[src/rtl/regfile_sweep_if.sv]
// Read/write port bundle for regfile_sweep: decode drives the read selects,
// writeback drives the write port; the register file answers on the slave side.
interface regfile_sweep_if #(
  parameter int XLEN  = 32,
  parameter int NREGS = 32
);
  localparam int AW = $clog2(NREGS);

  logic            we;
  logic [AW-1:0]   select_d;
  logic [XLEN-1:0] input_d;
  logic [AW-1:0]   select_a;
  logic [AW-1:0]   select_b;
  logic [XLEN-1:0] output_a;
  logic [XLEN-1:0] output_b;
  logic            ready;

  modport master (
    output we, select_d, input_d, select_a, select_b,
    input  output_a, output_b, ready
  );

  modport slave (
    input  we, select_d, input_d, select_a, select_b,
    output output_a, output_b, ready
  );
endinterface

[src/rtl/regfile_sweep.sv]
// Parametrised integer register file: one write port, two combinational read
// ports, optional hardwired x0, write-to-read bypass, reset-triggered clear sweep.
module regfile_sweep #(
  parameter int XLEN     = 32,
  parameter int NREGS    = 32,
  parameter int ZERO_REG = 1,
  parameter int BYPASS   = 1
) (
  input  logic           clock,
  input  logic           reset,
  regfile_sweep_if.slave rf
);
  localparam int AW = $clog2(NREGS);

  localparam logic [0:0]  CLEAR = 1'b0;
  localparam logic [0:0]  RUN   = 1'b1;
  localparam logic [AW:0] LAST  = (AW+1)'(NREGS - 1);

  logic [0:0]      state;
  logic [AW:0]     clr_idx;
  logic [XLEN-1:0] mem [NREGS];

  logic            wr_en;
  logic [AW-1:0]   wr_addr;
  logic [XLEN-1:0] wr_data;

  always_ff @(posedge clock) begin
    if (reset) begin
      state   <= CLEAR;
      clr_idx <= '0;
    end else if (state == CLEAR) begin
      clr_idx <= clr_idx + (AW+1)'(1);
      if (clr_idx == LAST) state <= RUN;
    end
  end

  // Sweep and user writes share the single storage write port so the array
  // stays RAM-mappable; user writes are suppressed while reset is sampled.
  always_comb begin
    wr_en   = 1'b0;
    wr_addr = rf.select_d;
    wr_data = rf.input_d;
    if (state == CLEAR) begin
      wr_en   = 1'b1;
      wr_addr = clr_idx[AW-1:0];
      wr_data = '0;
    end else if (!reset && rf.we && !(ZERO_REG != 0 && rf.select_d == '0)) begin
      wr_en = 1'b1;
    end
  end

  always_ff @(posedge clock) begin
    if (wr_en) mem[wr_addr] <= wr_data;
  end

  always_comb begin
    rf.output_a = '0;
    if (state == RUN) begin
      if (ZERO_REG != 0 && rf.select_a == '0)
        rf.output_a = '0;
      else if (BYPASS != 0 && rf.we && rf.select_a == rf.select_d)
        rf.output_a = rf.input_d;
      else
        rf.output_a = mem[rf.select_a];
    end
  end

  always_comb begin
    rf.output_b = '0;
    if (state == RUN) begin
      if (ZERO_REG != 0 && rf.select_b == '0)
        rf.output_b = '0;
      else if (BYPASS != 0 && rf.we && rf.select_b == rf.select_d)
        rf.output_b = rf.input_d;
      else
        rf.output_b = mem[rf.select_b];
    end
  end

  assign rf.ready = (state == RUN);
endmodule

[src/flat_wrapper.sv]
// flat-port wrapper written by rule: the top's interface ports become plain ports
module regfile_sweep_flat 
#(
  parameter int XLEN     = 32,
  parameter int NREGS    = 32,
  parameter int ZERO_REG = 1,
  parameter int BYPASS   = 1
)
  (clock, reset, rf_we, rf_select_d, rf_input_d, rf_select_a, rf_select_b, rf_output_a, rf_output_b, rf_ready);
  regfile_sweep_if #(.XLEN(XLEN), .NREGS(NREGS)) rf_i ();
  input  logic clock;
  input  logic reset;
  input wire logic [$bits(rf_i.we)-1:0] rf_we;
  input wire logic [$bits(rf_i.select_d)-1:0] rf_select_d;
  input wire logic [$bits(rf_i.input_d)-1:0] rf_input_d;
  input wire logic [$bits(rf_i.select_a)-1:0] rf_select_a;
  input wire logic [$bits(rf_i.select_b)-1:0] rf_select_b;
  output wire logic [$bits(rf_i.output_a)-1:0] rf_output_a;
  output wire logic [$bits(rf_i.output_b)-1:0] rf_output_b;
  output wire logic [$bits(rf_i.ready)-1:0] rf_ready;
  assign rf_i.we = rf_we;
  assign rf_i.select_d = rf_select_d;
  assign rf_i.input_d = rf_input_d;
  assign rf_i.select_a = rf_select_a;
  assign rf_i.select_b = rf_select_b;
  assign rf_output_a = rf_i.output_a;
  assign rf_output_b = rf_i.output_b;
  assign rf_ready = rf_i.ready;
  regfile_sweep #(.XLEN(XLEN), .NREGS(NREGS), .ZERO_REG(ZERO_REG), .BYPASS(BYPASS)) u_core (.clock(clock), .reset(reset), .rf(rf_i));
endmodule
[config.mk]
export PLATFORM = sky130hd
export DESIGN_NAME = regfile_sweep_flat
export DESIGN_NICKNAME = d
export VERILOG_FILES = /design/src/rtl/regfile_sweep_if.sv /design/src/rtl/regfile_sweep.sv /design/src/flat_wrapper.sv
export SDC_FILE = /design/constraint.sdc
export NUM_CORES = 1
export LEC_CHECK = 0
export ABC_AREA = 0
export ABC_CLOCK_PERIOD_IN_PS = 4000
export BUFFER_PORTS_ARGS = -buffer_cell sky130_fd_sc_hd__buf_2
export CORE_MARGIN = 1
export CORE_UTILIZATION = 30
export DETAILED_ROUTE_END_ITERATION = 10
export HOLD_SLACK_MARGIN = 0.15
export SYNTH_ARGS = -nofsm -noshare
export SYNTH_HDL_FRONTEND = slang
export SYNTH_SLANG_ARGS = --single-unit
[constraint.sdc]
create_clock -name clock -period 4 [get_ports clock]
set_input_delay 0.2 -clock clock [delete_from_list [all_inputs] [get_ports clock]]
set_output_delay 0.2 -clock clock [all_outputs]
set_load 0.02 [all_outputs]
* Word-level counts from Yosys, hierarchy flattened
Memory sizes are Yosys's and may differ from the RTL's.
Cells that the tools add are included.
** Word-level totals
- Register bits :: 7
- Latch bits :: 0
- Bits in writable memories :: 1024
- Bits in read-only memories :: 0
- Input port bits :: 50
- Output and inout bits :: 65
- Word-level logic and storage cells :: 30
- Memories kept :: 1
** Operators by class
- Add/sub/neg operators :: 1
- Multipliers :: 0
- Divide/modulo/power cells :: 0
- Magnitude comparators :: 0
- Eq/ne operators :: 3
- Shift-type cells :: 0
- Multiplexer cells :: 14
- Bitwise operators :: 0
- Reduce and logical (&&, ||, !) cells :: 9
** Memories
- u_core.mem :: words 32, bits a word 32, read ports 2, clocked after Yosys merged registers in 0, wr ports 1, RTL line regfile_sweep.sv:21 : logic [XLEN-1:0] mem [NREGS];
** Operator list (count)
- 32-bit 2-to-1 mux :: 7
- 5-bit logical NOT :: 3
- 5-bit == test :: 2
- 6-bit by 1-bit adder with 6-bit output, second input constant :: 1
- 6-bit by 5-bit == test with 1-bit output, second input constant :: 1
- 1-bit 2-to-1 mux :: 6
- 5-bit 2-to-1 mux :: 1
- 1-bit logical AND :: 4
- 1-bit logical NOT :: 2

* Depth between registers and ports, before layout
Gate-level depths: netlist of the first run.
- Depth in word-level cells :: 7
- Depth in mapped cells :: 11
- Gate-level depth less buffers :: 5

* Worst setup path before layout of the first run
Ideal clock, no wire load.
- Path type :: register to register
- Start point :: register u_core.state, in the netlist u_core.rf.ready
- End point :: memory u_core.mem[24][0], enable pin
- Setup time :: 421 ps
- Data arrival time :: 2993 ps
- Required time :: 3579 ps
- Path slack :: 586 ps
- Cell stages (with the launch flop) :: 8
- Buffers on the path :: 3
- Period minus slack after synthesis :: 3414 ps
- Cells stage by stage :: dfxtp_1 clkbuf_1 buf_1 clkbuf_1 nand3_1 o21ai_0 nand2_1 nor2_1
** On the way
- Cells in the longest elaborated chain, start to end :: 3
- Elaborated cells on any way between the ends :: 4
- Classes of those cells :: mux: 4
** RTL lines
- start, declared :: RTL line regfile_sweep.sv:19 : logic [0:0] state;
- start signal, assigned :: RTL line regfile_sweep.sv:29 : state <= CLEAR;
- start signal, assigned :: RTL line regfile_sweep.sv:33 : if (clr_idx == LAST) state <= RUN;
- 1-bit 2-to-1 mux :: RTL line regfile_sweep.sv:43 : if (state == CLEAR) begin
- 1-bit 2-to-1 mux :: RTL line regfile_sweep.sv:53 : if (wr_en) mem[wr_addr] <= wr_data;
- 1-bit 2-to-1 mux (not written as such) :: RTL line regfile_sweep.sv:53
- end, declared :: RTL line regfile_sweep.sv:21
Parallel ways exist; a longest one is shown, timed or not.

* Worst setup path in the final report of the first run
- Start point :: register u_core.state, in the netlist u_core.rf.ready
- End point :: output port rf_output_a[1]
** On the way
- Cells in the longest elaborated chain, start to end :: 1
** RTL lines
- 32-bit 2-to-1 mux :: RTL line regfile_sweep.sv:58 : if (state == RUN) begin
- end, declared :: RTL line flat_wrapper.sv:18 : output wire logic [$bits(rf_i.output_a)-1:0] rf_output_a;
No other way between the ends.

==> out/metrics.yaml, run 1 <==
outcome:
  outcome: "finished, final reports clean"
final_layout:
  final_cell_mix: "edfxtp_1 (1024), mux2i_1 (432), mux4_2 (320)"
  layout_commonest_cell: "edfxtp_1"
  drive_gt1_share_pct: 27.1
  area_growth_pct: 14.6
  utilization_pct: 34.6
  final_area_um2: 56500
  nets: 3034
synthesis:
  dominantRegCellSynth: "edfxtp_1"
  synth_edf_count: 1024
  synthTopCellsByArea: "edfxtp_1 (62%), mux4_2 (15%), mux2i_1 (8.8%), o21ai_0 (1.3%), o221ai_1 (1.2%)"
  synth.yosys.warnings: 0
  synth_nets: 2898
  synth_top_area_share_pct: 62.4
  synth_cell_types: 53
  synthesis.area_um2: 49300
  synth_seq_cells: 1031
  yosysTopAreaCell: "edfxtp_1"
  synthCells: 2847
  synthArstFlopShare_pct: 0
  postSynthAreaPerCell_um2: 17.3
  seq_area_frac_synth_pct: 62.7
power:
  pwr-share-clk_pct: 40.1
  p_int_uw: 17700
  pwr_density_cell_nw_per_um2: 410
  vdd_drop_max_mv: 0.349
  comb_power_share_pct: 8.5
  p_sw_uw: 5420
  p_leak_uw: 0.0184
  switching_share_pct: 23.4
  seq_power_share_pct: 51.4
die:
  start_util_pct: 30.2
  rows: 148
  dieArea_um2: 166000
  core_um2: 163000
  fp.dieW_um: 407
  fp.dieH_um: 407
  design.portCount: 115
clocking:
  clock_latency_ns: 0.71
  cts_tree: "done"
  cts_max_level: 3
  cts_root_buf: "clkbuf_16"
  cts_buffers: 100
  cts.clk_slew.worst_paths_ns: 0.07
  cts_sinks: 1031
  cts_max_path_buffers: 3
  cts_setup_buffers: 0
route:
  antenna_left: 0
  vias: 30663
  drt-wirelength-per-cell_um: 31.3
  totalWireLength_mm: 164
  viasPerCell: 5.86
  first_iter_violations: 4229
  first_pass_iters: 5
  drc: 0
sta:
  period_needed_ns: 3.98
  fmax_ghz: 0.251
  fin_crit_sh_pct: 99.5
  final_max_slew_viol_count: 0
  timing.setup.tns_ns: 0
  rsz0062_at_grt: "false"
  setup-violations-final: 0
  clock_skew_ns: 0.0201
  finalHoldViolCount: 0
  slew_headroom_pct: 16.9
  worstMarginPinSlew_ns: 1.25
worst_setup_path:
  path_delay_family: "compound AO/OA/AOI/OAI gates"
  crit_path_start: "u_core.rf.ready"
  reg2reg_depth: 6
  timing.rr.end: "u_core.mem[12][11]"
  critPathMaxStageDelay_ns: 0.69
  path_max_fanout: 18
  cp.arrival_ns: 3.78
  cp_common_cell: "buf_4"
  crit_path_start_kind: "flop"
  path_class: "reg2out"
  endpoint: "rf_output_a[1]"
  required_ns: 3.80
  r2r_start: "u_core.rf.ready"
  critical_path_cell_count: 6
  cp_slowest_cell: "a31oi_1"
  crit_path_end_kind: "output port"
  crit_chain: "buf_4 > o31a_2 > buf_4 > o21ai_0 > a31oi_1 > buf_2"
  path_buf_inv: 3
  r2r_setup_slack_ns: 1.04
global_route:
  grt_use_met1_pct: 27.4
  grt_use_met3_pct: 4.53
  busiest_layer: "met2"
  grt_usage_pct: 19.2
  grt_max_degree: 64
  grt_antenna_before_repair: 5
  grt_pass1_wl_mm: 229
  grt_pass1_vias: 30132
  grt.overflow.total: 0
  grtUsageMet2_pct: 29.3
flow_run:
  cap_violations: 0
placement:
  post_dp_cell_area_um2: 53300
  dp_hpwl_mm: 98.4
  place_congestion: 0.855
  portBuffers: 114
worst_hold_path:
  hold_path_class: "in2reg"
[routing by layer]
layer	wire length (µm)	up-vias	part of all wire (%)
met5	13	-	0.0079
met4	4450	2	2.7
met3	17500	276	11
met2	73800	1818	45
met1	68300	16299	42
li1	-	12268	-
[worst min path at each step]
| stage | from | endpoint | slack, ns | depth (start not counted) |
|---|---|---|---|---|
| 6_report | rf_input_d[13] | u_core.mem[2][13] | 0.21 | 3 |
| 5_1_grt | rf_input_d[13] | u_core.mem[3][13] | 0.20 | 3 |
| 4_1_cts | rf_input_d[13] | u_core.mem[2][13] | 0.17 | 3 |
| 3_5_place_dp | reset | u_core.rf.ready | 0.49 | 2 |
| 3_3_place_gp | u_core.clr_idx[5] | u_core.clr_idx[5] | 0.47 | 2 |
| 2_1_floorplan | u_core.clr_idx[5] | u_core.clr_idx[5] | 0.46 | 2 |
[layout make-up]
| cell class | instances | area (µm²) |
|---|---|---|
| sequential | 1031 | 30900 |
| antenna | 1 | 2.50 |
| tap | 2175 | 2720 |
| inverter | 2 | 7.51 |
| clock inverter | 57 | 434 |
| clock buffer | 123 | 2670 |
| multi-input combinational | 1569 | 17300 |
| timing repair buffer | 279 | 2410 |
| fill | 15498 | 106000 |
[per-stage QoR]
step | power (µW) | cells | setup slack, ns | hold slack [ns]
after global placement | 14100 | 5054 | 0.798 | 0.468
after CTS | 23200 | 5236 | 0.264 | 0.168
after global routing | 23700 | 5236 | 0.0266 | 0.201
final | 23100 | 5237 | 0.0190 | 0.213
after floorplan | 13300 | 2847 | 0.586 | 0.459
after detailed placement | 14100 | 5054 | 0.889 | 0.487
[power groups by stage]
stage	clock [µW]	combinational, µW	sequential, µW
2_1_floorplan	0	1240	12100
3_3_place_gp	0	1940	12100
3_5_place_dp	0	1940	12100
4_1_cts	9350	1950	11900
5_1_grt	9720	2040	11900
6_report	9270	1980	11900
[what timing repair did]
item / CTS / global route
hold buffers: 2 / 0
endpoints found under the hold margin: 15 / 0
resized for setup: 0 / 0
[worst reg2reg max path: stages, from the launching register on]
cell	delay (ns)
dfxtp_2	0.60
buf_4	0.40
nand2_1	0.08
o21ai_0	0.33
nand2_1	0.34
nor2_4	0.15
buf_4	0.63
[cell families (layout without fill, tap and decap cells)]
family          after synthesis  in the layout  synth area share, %
simple gates                231            231                 2.35
xor+xnor                     13             13                0.231
mux                         796            796                 24.4
fa+ha+maj                     1              1               0.0254
buf+inv                     247            461                 2.86
other cells                   0              1                    0
compound gates              528            528                 7.45
flops                      1031           1031                 62.7
[cells in the mapped netlist, types with 4 or more instances]
cell / count
mux4_2: 320
and2_1: 41
nand2_1: 62
nand3_1: 16
mux2_2: 44
mux2i_1: 432
a22o_1: 22
o311ai_0: 5
a211o_1: 10
buf_2: 33
buf_4: 32
xor2_1: 10
nand2b_1: 10
a31oi_1: 56
o2111ai_1: 13
o22ai_1: 82
o31ai_1: 5
o221a_2: 7
nor2b_1: 34
edfxtp_1: 1024
buf_1: 22
o211a_1: 21
buf_6: 38
clkbuf_1: 116
a22oi_1: 59
a21oi_1: 20
a41oi_1: 13
dfxtp_1: 7
or2_2: 4
nor2_1: 50
o21ai_0: 131
o221ai_1: 68
o2bb2ai_1: 8
[state kept, by name (all words and copies together), names as in the netlist]
register and cells:
u_core.mem 1024, u_core.rf.ready 1, u_core.clr_idx 6
No activity file was read; power rests on OpenSTA's default activity.
==> inputs of run 2 (changes only) <==
CORE_ASPECT_RATIO = 0.6   (was unset)
==> run 2 against run 1 <==
The run now ends with max-capacitance violations, max-slew violations left. Count of clock-buffer cells in the layout fell by 8. Global-route usage rose by 0.31 points. Cell area fell by 1.2%. Sequential power barely moved. Sequential cell count did not move. Maximum frequency rose by 1.7%. Die area barely moved. Combinational power barely moved. Wire length rose by 0.86%. Hold slack improved by 0.011 ns. Non-clock buffer count fell by 22. Largest power group unchanged.
==> out/metrics.yaml, run 2 (synthesis results as in run 1) <==
worst_hold_path:
  hold_path_class: "in2reg"
power:
  p_leak_uw: 0.0181
  pwr_density_cell_nw_per_um2: 405
  vdd_drop_max_mv: 0.329
global_route:
  grt_antenna_before_repair: 9
  grt_pass1_wl_mm: 230
  grt_usage_pct: 19.5
  grt_pass1_vias: 29189
  grt_max_degree: 70
  grt.overflow.total: 0
sta:
  holdWs_ns: 0.224
  finalHoldViolCount: 0
  worstMarginPinSlew_ns: 1.51
  slew_headroom_pct: -1.02
  final_max_slew_viol_count: 31
  timing.setup.tns_ns: 0
  setup-violations-final: 0
  fin_crit_sh_pct: 97.8
  clock_skew_ns: 0.0232
  rsz0062_at_grt: "false"
  period_needed_ns: 3.91
  fmax_ghz: 0.255
outcome:
  violations: "max-capacitance violations, max-slew violations"
  outcome: "complete, but fails checks"
worst_setup_path:
  critPathMaxStageDelay_ns: 0.87
  crit_chain: "o31a_2 > o21ai_0 > a21oi_1 > buf_2"
  timing.rr.end: "u_core.mem[19][11]"
  endpoint: "rf_output_a[4]"
  required_ns: 3.80
  r2r_setup_slack_ns: 0.77
  critical_path_cell_count: 4
  path_class: "reg2out"
  crit_path_end_kind: "output port"
  path_buf_inv: 1
  reg2reg_depth: 6
  crit_path_start_kind: "flop"
  path_delay_family: "compound AO/OA/AOI/OAI gates"
  path_max_fanout: 39
  cp_slowest_cell: "a21oi_1"
  cp.arrival_ns: 3.71
  r2r_start: "u_core.rf.ready"
  crit_path_start: "u_core.rf.ready"
die:
  rows: 114
  fp.dieW_um: 525
  fp.dieH_um: 316
  core_um2: 162000
  design.portCount: 115
  start_util_pct: 30.4
  dieArea_um2: 166000
clocking:
  cts_buffers: 88
  cts_max_path_buffers: 3
  cts.clk_slew.worst_paths_ns: 0.08
  clock_latency_ns: 0.70
  cts_root_buf: "clkbuf_16"
  cts_tree: "done"
  cts_sinks: 1031
  cts_max_level: 3
final_layout:
  layout_commonest_cell: "edfxtp_1"
  area_growth_pct: 13.2
  largest_register_ffs: 1024
  final_cell_mix: "edfxtp_1 (1024), mux2i_1 (432), mux4_2 (320)"
  final_area_um2: 55800
  nets: 3000
  regMostFlops: "u_core.mem"
  drive_gt1_share_pct: 26.4
route:
  first_iter_violations: 5438
  drc: 0
  totalWireLength_mm: 165
  antenna_left: 0
  viasPerCell: 6.01
  first_pass_iters: 6
  vias: 31047
  drt-wirelength-per-cell_um: 32.0
flow_run:
  cap_violations: 1
placement:
  portBuffers: 114
  post_dp_cell_area_um2: 52900
  dp_hpwl_mm: 104
  place_congestion: 0.900
## run 2: cell types whose count changed in the layout (fill, tap and decap cells not counted), moves of 4 or more
| cell | change |
|---|---|
| clkinv_1 | -14 |
| buf_4 | -8 |
| clkbuf_16 | -12 |
| buf_12 | -15 |
| clkbuf_1 | +4 |
## run 2: cell type report
cell class	count	area (µm²)
Tap cell	2146	2690
Sequential cell	1031	30900
Antenna cell	1	2.50
Clock buffer	115	2390
Multi-Input combinational cell	1569	17300
Timing Repair Buffer	257	2060
Clock inverter	44	397
Fill cell	15235	106000
Inverter	2	7.51
## run 2: power by group
| group | internal (µW) | switching (µW) | total, µW |
|---|---|---|---|
| Clock | 4670 | 4080 | 8740 |
| Combinational | 753 | 1230 | 1990 |
| Sequential | 11800 | 54.4 | 11900 |
## run 2: worst register-to-register path, delay by kind of cell (launching register included)
| family | cells | cell delay (ns) |
|---|---|---|
| buffers and inverters | 2 | 1.00 |
| flip-flops | 1 | 0.76 |
| AO/OA/AOI/OAI | 1 | 0.28 |
| AND/OR/NAND/NOR | 3 | 0.71 |
## run 2: what timing repair did
item	CTS	global route
buffers inserted	0	0
resized for setup	0	0
endpoints found under the hold margin	15	0
hold buffers	3	0
## run 2: worst min-delay path by stage
stage                                 start                 to  depth (start not counted)
after global placement    u_core.clr_idx[5]  u_core.clr_idx[5]                          2
after global routing         rf_input_d[26]  u_core.mem[6][26]                          3
final                        rf_input_d[28]  u_core.mem[9][28]                          3
after detailed placement              reset  u_core.clr_idx[5]                          2
after CTS                    rf_input_d[26]  u_core.mem[2][26]                          3
after floorplan           u_core.clr_idx[5]  u_core.clr_idx[5]                          2
## run 2: per-layer routing
| metal | global-route usage [%] | part of all wire, % | vias up |
|---|---|---|---|
| met1 | 31.0 | 45 | 16322 |
| li1 | - | - | 12172 |
| met5 | 0 | 0.029 | - |
| met4 | 3.77 | 1.7 | 8 |
| met2 | 23.9 | 37 | 2356 |
| met3 | 8.02 | 16 | 189 |
## run 2: metrics by stage
step	total power, µW	utilization [%]	setup slack (ns)	instances
finish	22600	34.4	0.0861	5165
global route	23200	34.4	0.141	5164
CTS	22600	34.4	0.390	5164
detailed placement	14000	32.7	0.836	5002
global placement	14000	32.7	0.844	5002
floorplan	13300	-	0.586	2847
